==> config.mk <==
export PLATFORM = sky130hd
export DESIGN_NAME = router_fsm
export DESIGN_NICKNAME = d
export VERILOG_FILES = /design/src/rtl/router_pkg.sv /design/src/rtl/router_fsm.sv
export SDC_FILE = /design/constraint.sdc
export NUM_CORES = 1
export LEC_CHECK = 0
export BUFFER_PORTS_ARGS = -buffer_cell sky130_fd_sc_hd__clkbuf_2
export CAP_MARGIN = 20
export CORE_AREA = 8 8 45 47
export DETAILED_ROUTE_END_ITERATION = 8
export DIE_AREA = 0 0 53 55
export GPL_TIMING_DRIVEN = 0
export HOLD_SLACK_MARGIN = 0.02
export PLACE_DENSITY = 0.69
export SYNTH_ARGS = -nofsm -noshare
export SYNTH_HDL_FRONTEND = slang
export SYNTH_SLANG_ARGS = --single-unit
export TNS_END_PERCENT = 20
==> constraint.sdc <==
create_clock -name clk -period 1.1 [get_ports clk]
set_input_delay 0.055 -clock clk [delete_from_list [all_inputs] [get_ports clk]]
set_output_delay 0.055 -clock clk [all_outputs]
set_load 0.01 [all_outputs]
==> src/rtl/router_pkg.sv <==
// Shared definitions for the router: FSM state encoding, port count and the
// reserved header address, plus a helper that picks one port's flag bit.
package router_pkg;

  localparam int NUM_PORTS = 3;
  localparam logic [1:0] ADDR_INVALID = 2'b11;

  typedef enum logic [2:0] {
    DECODE_ADDRESS     = 3'd0,
    LOAD_FIRST_DATA    = 3'd1,
    LOAD_DATA          = 3'd2,
    FIFO_FULL_STATE    = 3'd3,
    LOAD_AFTER_FULL    = 3'd4,
    LOAD_PARITY        = 3'd5,
    CHECK_PARITY_ERROR = 3'd6,
    WAIT_TILL_EMPTY    = 3'd7
  } router_state_t;

  // Select the flag of one output port; the reserved address yields 0 so it
  // can never trigger anything.
  function automatic logic port_flag(input logic [NUM_PORTS-1:0] flags,
                                     input logic [1:0] port);
    logic bit_sel;
    case (port)
      2'd0:    bit_sel = flags[0];
      2'd1:    bit_sel = flags[1];
      2'd2:    bit_sel = flags[2];
      default: bit_sel = 1'b0;
    endcase
    return bit_sel;
  endfunction

endpackage

==> src/rtl/router_fsm.sv <==
// Router control FSM: decodes the header address, sequences payload, FIFO
// full handling and parity phases. Moore machine, all outputs are decoded
// from the state register only (no input-to-output combinational path).
module router_fsm
  import router_pkg::*;
(
  input  logic       clk,
  input  logic       rst,
  input  logic       pkt_valid,
  input  logic [1:0] data,
  input  logic       fifo_full,
  input  logic [2:0] fifo_empty,
  input  logic [2:0] soft_reset,
  input  logic       parity_done,
  input  logic       low_pkt_valid,
  output logic [1:0] addr,
  output logic       busy,
  output logic       detect_add,
  output logic       lfd_state,
  output logic       ld_state,
  output logic       laf_state,
  output logic       full_state,
  output logic       write_enb_reg,
  output logic       rst_int_reg
);

  router_state_t state_reg, state_next;
  logic [1:0]    addr_reg, addr_next;

  // Header is usable only with a valid byte carrying a real port number.
  logic header_ok;
  assign header_ok = pkt_valid && (data != ADDR_INVALID);

  // State and latched address registers; active-low synchronous reset.
  always_ff @(posedge clk) begin
    if (!rst) begin
      state_reg <= DECODE_ADDRESS;
      addr_reg  <= 2'b00;
    end else begin
      state_reg <= state_next;
      addr_reg  <= addr_next;
    end
  end

  // Next-state and address-capture logic; soft reset of the active port wins
  // over every normal transition outside DECODE_ADDRESS.
  always_comb begin
    state_next = state_reg;
    addr_next  = addr_reg;
    case (state_reg)
      DECODE_ADDRESS: begin
        if (header_ok) begin
          addr_next = data;
          if (port_flag(fifo_empty, data))
            state_next = LOAD_FIRST_DATA;
          else
            state_next = WAIT_TILL_EMPTY;
        end
      end
      WAIT_TILL_EMPTY: begin
        if (port_flag(fifo_empty, addr_reg))
          state_next = LOAD_FIRST_DATA;
      end
      LOAD_FIRST_DATA: begin
        state_next = LOAD_DATA;
      end
      LOAD_DATA: begin
        if (fifo_full)
          state_next = FIFO_FULL_STATE;
        else if (!pkt_valid)
          state_next = LOAD_PARITY;
      end
      FIFO_FULL_STATE: begin
        if (!fifo_full)
          state_next = LOAD_AFTER_FULL;
      end
      LOAD_AFTER_FULL: begin
        if (parity_done)
          state_next = DECODE_ADDRESS;
        else if (low_pkt_valid)
          state_next = LOAD_PARITY;
        else
          state_next = LOAD_DATA;
      end
      LOAD_PARITY: begin
        state_next = CHECK_PARITY_ERROR;
      end
      CHECK_PARITY_ERROR: begin
        if (fifo_full)
          state_next = FIFO_FULL_STATE;
        else
          state_next = DECODE_ADDRESS;
      end
      default: begin
        state_next = DECODE_ADDRESS;
      end
    endcase

    if ((state_reg != DECODE_ADDRESS) && port_flag(soft_reset, addr_reg))
      state_next = DECODE_ADDRESS;
  end

  // Output decode from the current state only.
  always_comb begin
    busy          = 1'b1;
    detect_add    = 1'b0;
    lfd_state     = 1'b0;
    ld_state      = 1'b0;
    laf_state     = 1'b0;
    full_state    = 1'b0;
    write_enb_reg = 1'b0;
    rst_int_reg   = 1'b0;
    case (state_reg)
      DECODE_ADDRESS: begin
        detect_add = 1'b1;
        busy       = 1'b0;
      end
      LOAD_FIRST_DATA: begin
        lfd_state = 1'b1;
      end
      LOAD_DATA: begin
        ld_state      = 1'b1;
        write_enb_reg = 1'b1;
        busy          = 1'b0;
      end
      FIFO_FULL_STATE: begin
        full_state = 1'b1;
      end
      LOAD_AFTER_FULL: begin
        laf_state     = 1'b1;
        write_enb_reg = 1'b1;
      end
      LOAD_PARITY: begin
        write_enb_reg = 1'b1;
      end
      CHECK_PARITY_ERROR: begin
        rst_int_reg = 1'b1;
      end
      default: begin
        busy = 1'b1;
      end
    endcase
  end

  assign addr = addr_reg;

endmodule

==> flow_summary.json, run 1 <==
{
  "synth_edf_count": 0,
  "cts_made_buffers": 3,
  "post-synth-top-area-fraction_pct": 20.3,
  "grt_max_degree": 8,
  "rsz_0062_raised_after_global_routing": "true",
  "dp.final_hpwl_um": 1130,
  "place_inst": 101,
  "setup_viol": 12,
  "drc": 0,
  "area_of_the_placeable_core_um2": 1380,
  "ys_dominant_reg_cell": "dfxtp_1",
  "synthDominantAreaCellType": "dfxtp_1",
  "synthesis.nets": 76,
  "die_height_um": 55,
  "ctsHtreeMaxLevel": 1,
  "synth_warnings": 0,
  "fin_crit_ps": 1300,
  "final_hold_viol_count": 0,
  "max_cap_violations": 0,
  "setup.worst_path.start": "state_reg[0]",
  "antenna_cells": 0,
  "min_path_type": "primary input to flop",
  "asyncSetResetFlopFracSynth_pct": 0,
  "synthMuxAreaShare_pct": 6.09,
  "timing.critical_path.arrival_ps": 1420,
  "avgRoutedWirePerCell_um": 13.8,
  "antenna_left": 0,
  "die_width_um": 53,
  "drt-initial-drc-count": 12,
  "largest_register_ffs": 3,
  "synth_xor_area_share_pct": 0,
  "seq_area_frac_synth_pct": 20.3,
  "num_rows": 14,
  "final_critical_path_share_of_the_clock_period_pct": 118,
  "final-instance-count-excl-fill": 113,
  "tritoncts": "yes",
  "fin_skew_ps": 1.25,
  "hold_path.startpoint": "rst",
  "drt-total-wl_um": 1560,
  "cts_root_buffer": "clkbuf_4",
  "combinational_family_with_the_most_area_after_synthesis": "simple AND/OR/NAND/NOR gates",
  "synthesized_area_fraction_occupied_by_adder_cells_pct": 0,
  "floorplan.die_area_um2": 2920,
  "cts.clk_slew.worst_paths_ps": 40,
  "synth_top_cells_by_count": "dfxtp_1 (5), nor2_1 (5), o21ai_0 (5), nand3b_1 (4)",
  "critical_path.cell_chain": "buf_6 > buf_6 > a31oi_2 > a21oi_2 > o311a_1",
  "max-slew-margin-rel_pct": 79.8,
  "cellPowerDensity_nw_per_um2": 2260,
  "grt_antenna_before_repair": 0,
  "per_instance_average_area_after_synthesis_um2": 7.95,
  "count_of_mapped_cells_out_of_synthesis": 62,
  "post_route_cells_drive_above_1_share_pct": 59.8,
  "critPathSlowestCell": "dfxtp_4",
  "criticalPathCategory": "flop to flop",
  "grt_pass1_wl_um": 2490,
  "gp_congestion": 0.831,
  "portBuffers": 23,
  "cts.sinks": 5,
  "synth_area_leaders": "dfxtp_1 (20%), mux2i_1 (6.1%), nand3b_1 (6.1%)",
  "outcome": "finished with violations",
  "grt_usage_pct": 11.1,
  "io_pins": 24,
  "final-max-slew-violation-count": 0,
  "ir_drop_uv": 1280,
  "fin_area_um2": 836,
  "clock_insertion_delay_at_the_later_pin_of_the_skew_report_ps": 240,
  "synth-simple-area-share_pct": 36.3,
  "via_density_per_instance": 5.33,
  "placement.cell_area_um2": 658,
  "cts-root-to-sink-buffers": 2,
  "cp-end-kind": "flop",
  "crit_path_max_fanout": 7,
  "regToRegStartpoint": "state_reg[0]",
  "cts_hold_repair.buffers": 0,
  "ys_seq_elements": 5,
  "max_slew.worst_pin.slew_ps": 300,
  "violations": "setup timing",
  "post_synthesis_compound_gate_area_fraction_pct": 32.7,
  "mappedNetlistArea_um2": 493,
  "slowest_delay_ps": 340,
  "power.leakage_nw": 0.389,
  "areaGrowthSynthToFinish_pct": 69.5,
  "final_net_count": 112,
  "grt_overflow_total": 0,
  "fin_ws_ps": -201,
  "initial_core_util_pct": 35.6,
  "critPathMostFrequentCell": "buf_6",
  "kind_of_start_point_of_the_critical_path": "flop",
  "drt_first_pass_iters": 4,
  "post_synth_num_cell_types": 33,
  "worstPathRequired_ps": 1220,
  "max_freq_mhz": 768,
  "first_global_vias": 611,
  "via_count": 602
}
## through the flow
step	hold slack (ps)	util, %	worst slack, ps	TNS [ps]	total power, mW
finish	97.5	60.4	-201	-1620	1.89
global route	90.9	60.4	-219	-2150	2.03
CTS	90.5	58.0	-192	-1890	1.79
detailed placement	350	47.6	-196	-1010	1.29
global placement	342	47.6	-190	-931	1.28
floorplan	183	-	-105	-456	1.00
## power breakdown
| group | switching, mW | internal (mW) |
|---|---|---|
| Sequential | 0.0907 | 0.258 |
| Combinational | 0.614 | 0.724 |
| Clock | 0.0678 | 0.137 |
| Total | 0.773 | 1.12 |
## repair_timing
item | in CTS | in global routing
gates resized for setup | 17 | 17
setup buffers | 8 | 0
setup endpoints to repair | 13 | 12
pin swaps | 6 | 1
## metal layers
layer | vias up | track usage, % | wire length (µm)
met5 | - | 0 | 0
li1 | 300 | - | -
met1 | 269 | 12.3 | 664
met2 | 33 | 18.2 | 710
met3 | 0 | 5.61 | 188
met4 | 0 | 3.45 | 0
## kinds of logic after synthesis
| kind of cell | after synthesis |
|---|---|
| flip-flops | 5 |
| AND/OR/NAND/NOR | 28 |
| buffers and inverters | 5 |
| multiplexers | 3 |
| AO/OA/AOI/OAI | 21 |
## final cells by class
type | count | area (µm²)
inverter | 2 | 12.5
buffer | 3 | 37.5
multi-input combinational | 52 | 434
sequential | 5 | 110
fill | 125 | 548
tap | 16 | 20.0
timing repair buffer | 31 | 195
clock buffer | 4 | 26.3
## critical path, delay by kind of cell (launching register included)
family	cells	cell delay, ps
AOI/OAI and AO/OA	3	600
buffers and inverters	2	240
DFF	1	340
## cells in the final DEF (no fill, tap or decap), drive strengths merged
master   n
a311oi   1
or3      2
clkinv   1
nand2b   1
a31oi    1
o21a     3
nand2    4
nand3b   4
nor2b    3
o21ai    5
o211ai   2
dfxtp    5
o31a     1
or2      1
buf     18
nor2     5
nor4bb   1
mux2i    3
and3     1
and3b    2
a21boi   2
clkbuf  20
o311a    1
a21oi    3
and2     2
o221a    2
nor3b    2
inv      1
## worst paths after layout
kind | end | slack (ps) | cells after the start
min reg2reg | addr[1] | 610 | 1
max | state_reg[0] | -200 | 5
max reg2reg | state_reg[0] | -200 | 5
min | addr[1] | 100 | 2
Power figures use the tool's default switching activity.
==> run 2, diff against run 1 <==
--- a/config.mk
+++ b/config.mk
@@ -7,9 +7,9 @@
 export LEC_CHECK = 0
 export BUFFER_PORTS_ARGS = -buffer_cell sky130_fd_sc_hd__clkbuf_2
 export CAP_MARGIN = 20
-export CORE_AREA = 8 8 45 47
+export CORE_AREA = 3 3 40 42
 export DETAILED_ROUTE_END_ITERATION = 8
-export DIE_AREA = 0 0 53 55
+export DIE_AREA = 0 0 43 45
 export GPL_TIMING_DRIVEN = 0
 export HOLD_SLACK_MARGIN = 0.02
 export PLACE_DENSITY = 0.69
==> run 2 against run 1 <==
Against the previous run: the flow still finishes with violations (setup timing); sequential power is 1% higher; clock skew is 0.91 ps higher; largest power group unchanged; first-iteration DRC count is 25% lower; non-clock buffer count stayed put; largest cell class unchanged; final area is 2.5% higher; worst setup slack worse by 28 ps; flip-flop and latch count stayed put.
==> flow_summary.json, run 2 (synthesis gave the netlist of run 1 again) <==
{
  "outcome": "finished with violations",
  "violations": "setup timing",
  "worstPathRequired_ps": 1280,
  "final.fill_count": 115,
  "portBuffers": 23,
  "cpLargestDelayFamily": "simple AND/OR/NAND/NOR gates",
  "kind_of_start_point_of_the_critical_path": "flop",
  "final_net_count": 112,
  "timing.critical_path.arrival_ps": 1500,
  "final-max-slew-violation-count": 0,
  "critPathSlowestCell": "or3_4",
  "first_global_vias": 655,
  "slowest_delay_ps": 400,
  "drt-initial-drc-count": 9,
  "reg2regPathDepth": 5,
  "die_height_um": 45,
  "part_of_the_total_power_dissipated_in_the_clock_network_pct": 10.7,
  "via_count": 622,
  "max-slew-margin-rel_pct": 81.2,
  "internal-power_mw": 1.14,
  "max_slew.worst_pin.slew_ps": 282,
  "area_of_the_placeable_core_um2": 1280,
  "fin_ws_ps": -229,
  "dp.final_hpwl_um": 1000,
  "num_rows": 13,
  "cts_made_buffers": 3,
  "timing.critical_path.depth": 5,
  "fin_setup_tns_ps": -2040,
  "worstSetupEndpoint": "state_reg[0]",
  "worst_hold_slack_ps": 99.4,
  "cts-root-to-sink-buffers": 2,
  "rsz_0062_raised_after_global_routing": "true",
  "via_density_per_instance": 5.55,
  "setup_viol": 12,
  "switching_share_pct": 41.2,
  "antenna_cells": 0,
  "ctsHtreeMaxLevel": 1,
  "grt_max_degree": 8,
  "largest_register_ffs": 3,
  "power.leakage_nw": 0.390,
  "most-common-layout-cells": "clkbuf_2 (19), buf_4 (6), buf_6 (5), o21ai_0 (5), nand3b_1 (4)",
  "cellPowerDensity_nw_per_um2": 2270,
  "crit_path_max_fanout": 4,
  "criticalPathCategory": "flop to flop",
  "ir_drop_uv": 1480,
  "die_width_um": 43,
  "cts.sinks": 5,
  "avgRoutedWirePerCell_um": 14.7,
  "rrSetupSlack_ps": -230,
  "fin_crit_ps": 1330,
  "clock_insertion_delay_at_the_later_pin_of_the_skew_report_ps": 240,
  "min_path_type": "primary input to flop",
  "post_route_cells_drive_above_1_share_pct": 60.8,
  "final_hold_viol_count": 0,
  "tritoncts": "yes",
  "max_cap_violations": 0,
  "cts_hold_repair.buffers": 0,
  "final_critical_path_share_of_the_clock_period_pct": 121,
  "io_pins": 24,
  "fin_area_um2": 857,
  "grt_overflow_total": 0,
  "power.share.combinational_pct": 71.0,
  "grt_antenna_before_repair": 0,
  "grt_usage_pct": 18.7,
  "max_freq_mhz": 752,
  "net_load_switching_power_mw": 0.801,
  "worst_r2r_dst": "state_reg[0]",
  "initial_core_util_pct": 38.4,
  "drt_first_pass_iters": 4,
  "fin_skew_ps": 2.17,
  "cp-end-kind": "flop",
  "cp_num_buf_inv": 1,
  "pwr-share-seq_pct": 18.2,
  "cts.clk_slew.worst_paths_ps": 40,
  "placement.cell_area_um2": 657,
  "cts_root_buffer": "clkbuf_4",
  "leading_cell_type_in_the_layout_fill_and_taps_excluded": "clkbuf_2",
  "place_worst_setup_slack_ps": -205,
  "setup.worst_path.start": "state_reg[0]",
  "grt_pass1_wl_um": 2740,
  "floorplan.die_area_um2": 1940,
  "areaGrowthSynthToFinish_pct": 73.9,
  "critical_path.cell_chain": "or3_4 > clkinv_4 > nand2_2 > a21boi_2 > o311a_1",
  "drc": 0,
  "drt-total-wl_um": 1640,
  "regToRegStartpoint": "state_reg[0]",
  "antenna_left": 0,
  "gp_congestion": 0.827
}
-- run 2: layer usage --
layer	routed length [µm]	track usage [%]	part of all wire, %	vias up
met5	0	0	0	-
met4	14	6.02	0.85	0
met3	133	6.37	8.1	2
met2	864	36.2	53	28
met1	630	18.8	38	287
li1	-	-	-	305
-- run 2: how the worst min path moves through the flow --
stage	from	endpoint	slack (ps)	depth (start not counted)
2_1_floorplan	rst	addr[1]	180	1
3_3_place_gp	rst	addr[1]	340	2
3_5_place_dp	rst	addr[1]	340	2
4_1_cts	rst	addr[1]	90	2
5_1_grt	rst	addr[1]	100	2
6_report	rst	addr[1]	100	2
-- run 2: area by class of cell --
class                      count  area [µm²]  area share (%)
tap                           15        18.8            2.19
multi-input combinational     52         448            52.3
buffer                         3        37.5            4.38
clock buffer                   4        26.3            3.07
inverter                       2        12.5            1.46
sequential                     5         110            12.8
timing repair buffer          31         204            23.8
-- run 2: power by group through the flow --
stage / clock network (mW) / registers, mW / logic [mW]
3_5_place_dp: 0 / 0.338 / 0.939
5_1_grt: 0.224 / 0.368 / 1.48
4_1_cts: 0.213 / 0.350 / 1.23
6_report: 0.208 / 0.354 / 1.38
3_3_place_gp: 0 / 0.336 / 0.935
2_1_floorplan: 0 / 0.321 / 0.681
-- run 2: stage by stage --
stage | power, mW | std cells | utilization, %
after CTS | 1.80 | 111 | 63.5
after global placement | 1.27 | 100 | 51.1
final | 1.94 | 112 | 66.7
after global routing | 2.07 | 112 | 66.7
after floorplan | 1.00 | 62 | -
after detailed placement | 1.28 | 100 | 51.1
-- run 2: what timing repair did --
item,CTS,global route
pin swaps,2,2
buffers inserted,7,1
resized for setup,19,10
endpoints found under the setup margin,13,13
==> run 3, diff against run 2 <==
--- a/config.mk
+++ b/config.mk
@@ -12,7 +12,7 @@
 export DIE_AREA = 0 0 43 45
 export GPL_TIMING_DRIVEN = 0
 export HOLD_SLACK_MARGIN = 0.02
-export PLACE_DENSITY = 0.69
+export PLACE_DENSITY_LB_ADDON = 0.08
 export SYNTH_ARGS = -nofsm -noshare
 export SYNTH_HDL_FRONTEND = slang
 export SYNTH_SLANG_ARGS = --single-unit
==> run 3 against run 2 <==
Against the previous run: the run still ends with setup timing left; largest cell class unchanged; total power fell by 1.0%; worst setup slack got worse by 2.2 ps; critical endpoint unchanged; clock power up 4%.
==> flow_summary.json, run 3 (synthesis gave the netlist of run 1 again) <==
{
  "cts_hold_repair.buffers": 0,
  "max_slew.worst_pin.slew_ps": 250,
  "avgRoutedWirePerCell_um": 14.0,
  "portBuffers": 23,
  "via_count": 579,
  "outcome": "finished with violations",
  "min_path_type": "primary input to flop",
  "die_height_um": 45,
  "tritoncts": "yes",
  "criticalPathCategory": "flop to flop",
  "drt-initial-drc-count": 2,
  "grt_usage_pct": 17.5,
  "final-max-slew-violation-count": 0,
  "critical_path.cell_chain": "buf_6 > buf_6 > and2_4 > o21a_1 > o311a_1",
  "die_width_um": 43,
  "max_freq_mhz": 751,
  "place_inst": 100,
  "most-common-layout-cells": "clkbuf_2 (19), buf_6 (7), o21ai_0 (5), buf_2 (5), nand3b_1 (4)",
  "ir_drop_uv": 1280,
  "gp_congestion": 0.845,
  "setup_viol": 12,
  "areaGrowthSynthToFinish_pct": 73.4,
  "cellPowerDensity_nw_per_um2": 2250,
  "switching_share_pct": 41.9,
  "cts_made_buffers": 3,
  "violations": "setup timing",
  "via_density_per_instance": 5.12,
  "num_rows": 13,
  "floorplan.die_area_um2": 1940,
  "clock_insertion_delay_at_the_later_pin_of_the_skew_report_ps": 240,
  "net_load_switching_power_mw": 0.806,
  "power.leakage_nw": 0.394,
  "worst_hold_slack_ps": 88.5,
  "drc": 0,
  "rrSetupSlack_ps": -230,
  "part_of_the_total_power_dissipated_in_the_clock_network_pct": 11.2,
  "max_cap_violations": 0,
  "fin_crit_ps": 1330,
  "final-instance-count-excl-fill": 113,
  "area_of_the_placeable_core_um2": 1280,
  "critPathMostFrequentCell": "buf_6",
  "worstPathRequired_ps": 1220,
  "grt_max_degree": 10,
  "cts.clk_slew.worst_paths_ps": 50,
  "io_pins": 24,
  "cts_root_buffer": "clkbuf_4",
  "timing.critical_path.arrival_ps": 1450,
  "final_hold_viol_count": 0,
  "first_global_vias": 576,
  "initial_core_util_pct": 38.4,
  "rsz_0062_raised_after_global_routing": "true",
  "fin_ws_ps": -232,
  "grt_pass1_wl_um": 2550,
  "leading_cell_type_in_the_layout_fill_and_taps_excluded": "clkbuf_2",
  "power.share.combinational_pct": 70.2,
  "final_critical_path_share_of_the_clock_period_pct": 121,
  "fin_skew_ps": 3.93,
  "ctsHtreeMaxLevel": 1,
  "max-slew-margin-rel_pct": 83.3,
  "final_net_count": 113,
  "largest_register_ffs": 3,
  "pwr-share-seq_pct": 18.5,
  "cts.sinks": 5,
  "dp.final_hpwl_um": 1010,
  "crit_path_max_fanout": 5,
  "antenna_cells": 0,
  "grt_overflow_total": 0,
  "drt-total-wl_um": 1580,
  "critPathSlowestCell": "dfxtp_4",
  "antenna_left": 0,
  "drt_first_pass_iters": 3,
  "post_route_cells_drive_above_1_share_pct": 64.3,
  "internal-power_mw": 1.12,
  "grt_antenna_before_repair": 0,
  "layout.core_utilization_pct": 66.5,
  "cp-end-kind": "flop",
  "slowest_delay_ps": 350,
  "kind_of_start_point_of_the_critical_path": "flop",
  "cts-root-to-sink-buffers": 2
}
-- run 3: per-layer routing --
| metal | vias to the layer above | track usage [%] | routed length [µm] |
|---|---|---|---|
| met5 | - | 0 | 0 |
| met4 | 0 | 1.81 | 0 |
| met3 | 0 | 7.17 | 128 |
| met2 | 25 | 31.4 | 794 |
| met1 | 251 | 20.2 | 659 |
| li1 | 303 | - | - |
-- run 3: timing repair --
action | 4_1_cts | 5_1_grt
resized for setup | 23 | 10
pin swaps | 6 | 4
gates cloned | 0 | 1
setup endpoints to repair | 13 | 12
endpoints found under the hold margin | 0 | 0
setup buffers | 8 | 0
-- run 3: final timing paths --
path	from	to	cells after the start
setup reg to reg	state_reg[0]	state_reg[0]	5
hold / removal	rst	addr[0]	2
setup / recovery	state_reg[0]	state_reg[0]	5
hold reg to reg	addr[1]	addr[1]	1
-- run 3: layout make-up --
cell class / count / area [µm²]
multi-input cells: 52 / 450
fillers: 112 / 430
plain buffers: 3 / 36.3
repair buffers: 32 / 199
clock buffers: 4 / 26.3
inverters: 2 / 12.5
flip-flops and latches: 5 / 111
well taps: 15 / 18.8
-- run 3: worst max-delay path, delay by kind of cell, from the launching register on --
| family | cells | cell delay, ps |
|---|---|---|
| flops | 1 | 350 |
| buf+inv | 2 | 240 |
| simple gates | 1 | 120 |
| compound gates | 2 | 500 |
-- run 3: per-stage QoR --
step           power, mW  TNS [ps]  setup slack [ps]  cell area (µm²)
2_1_floorplan       1.00      -456              -105              523
5_1_grt             2.07     -2300              -270              855
6_report            1.92     -1700              -232              855
4_1_cts             1.85     -1730              -214              827
3_5_place_dp        1.28      -977              -190              657
3_3_place_gp        1.28     -1000              -190              657
-- run 3: power groups by stage --
stage | Sequential, mW | Combinational [mW] | Clock, mW
floorplan | 0.321 | 0.681 | 0
CTS | 0.351 | 1.27 | 0.225
detailed placement | 0.341 | 0.937 | 0
global placement | 0.344 | 0.934 | 0
finish | 0.356 | 1.35 | 0.216
global route | 0.368 | 1.47 | 0.234
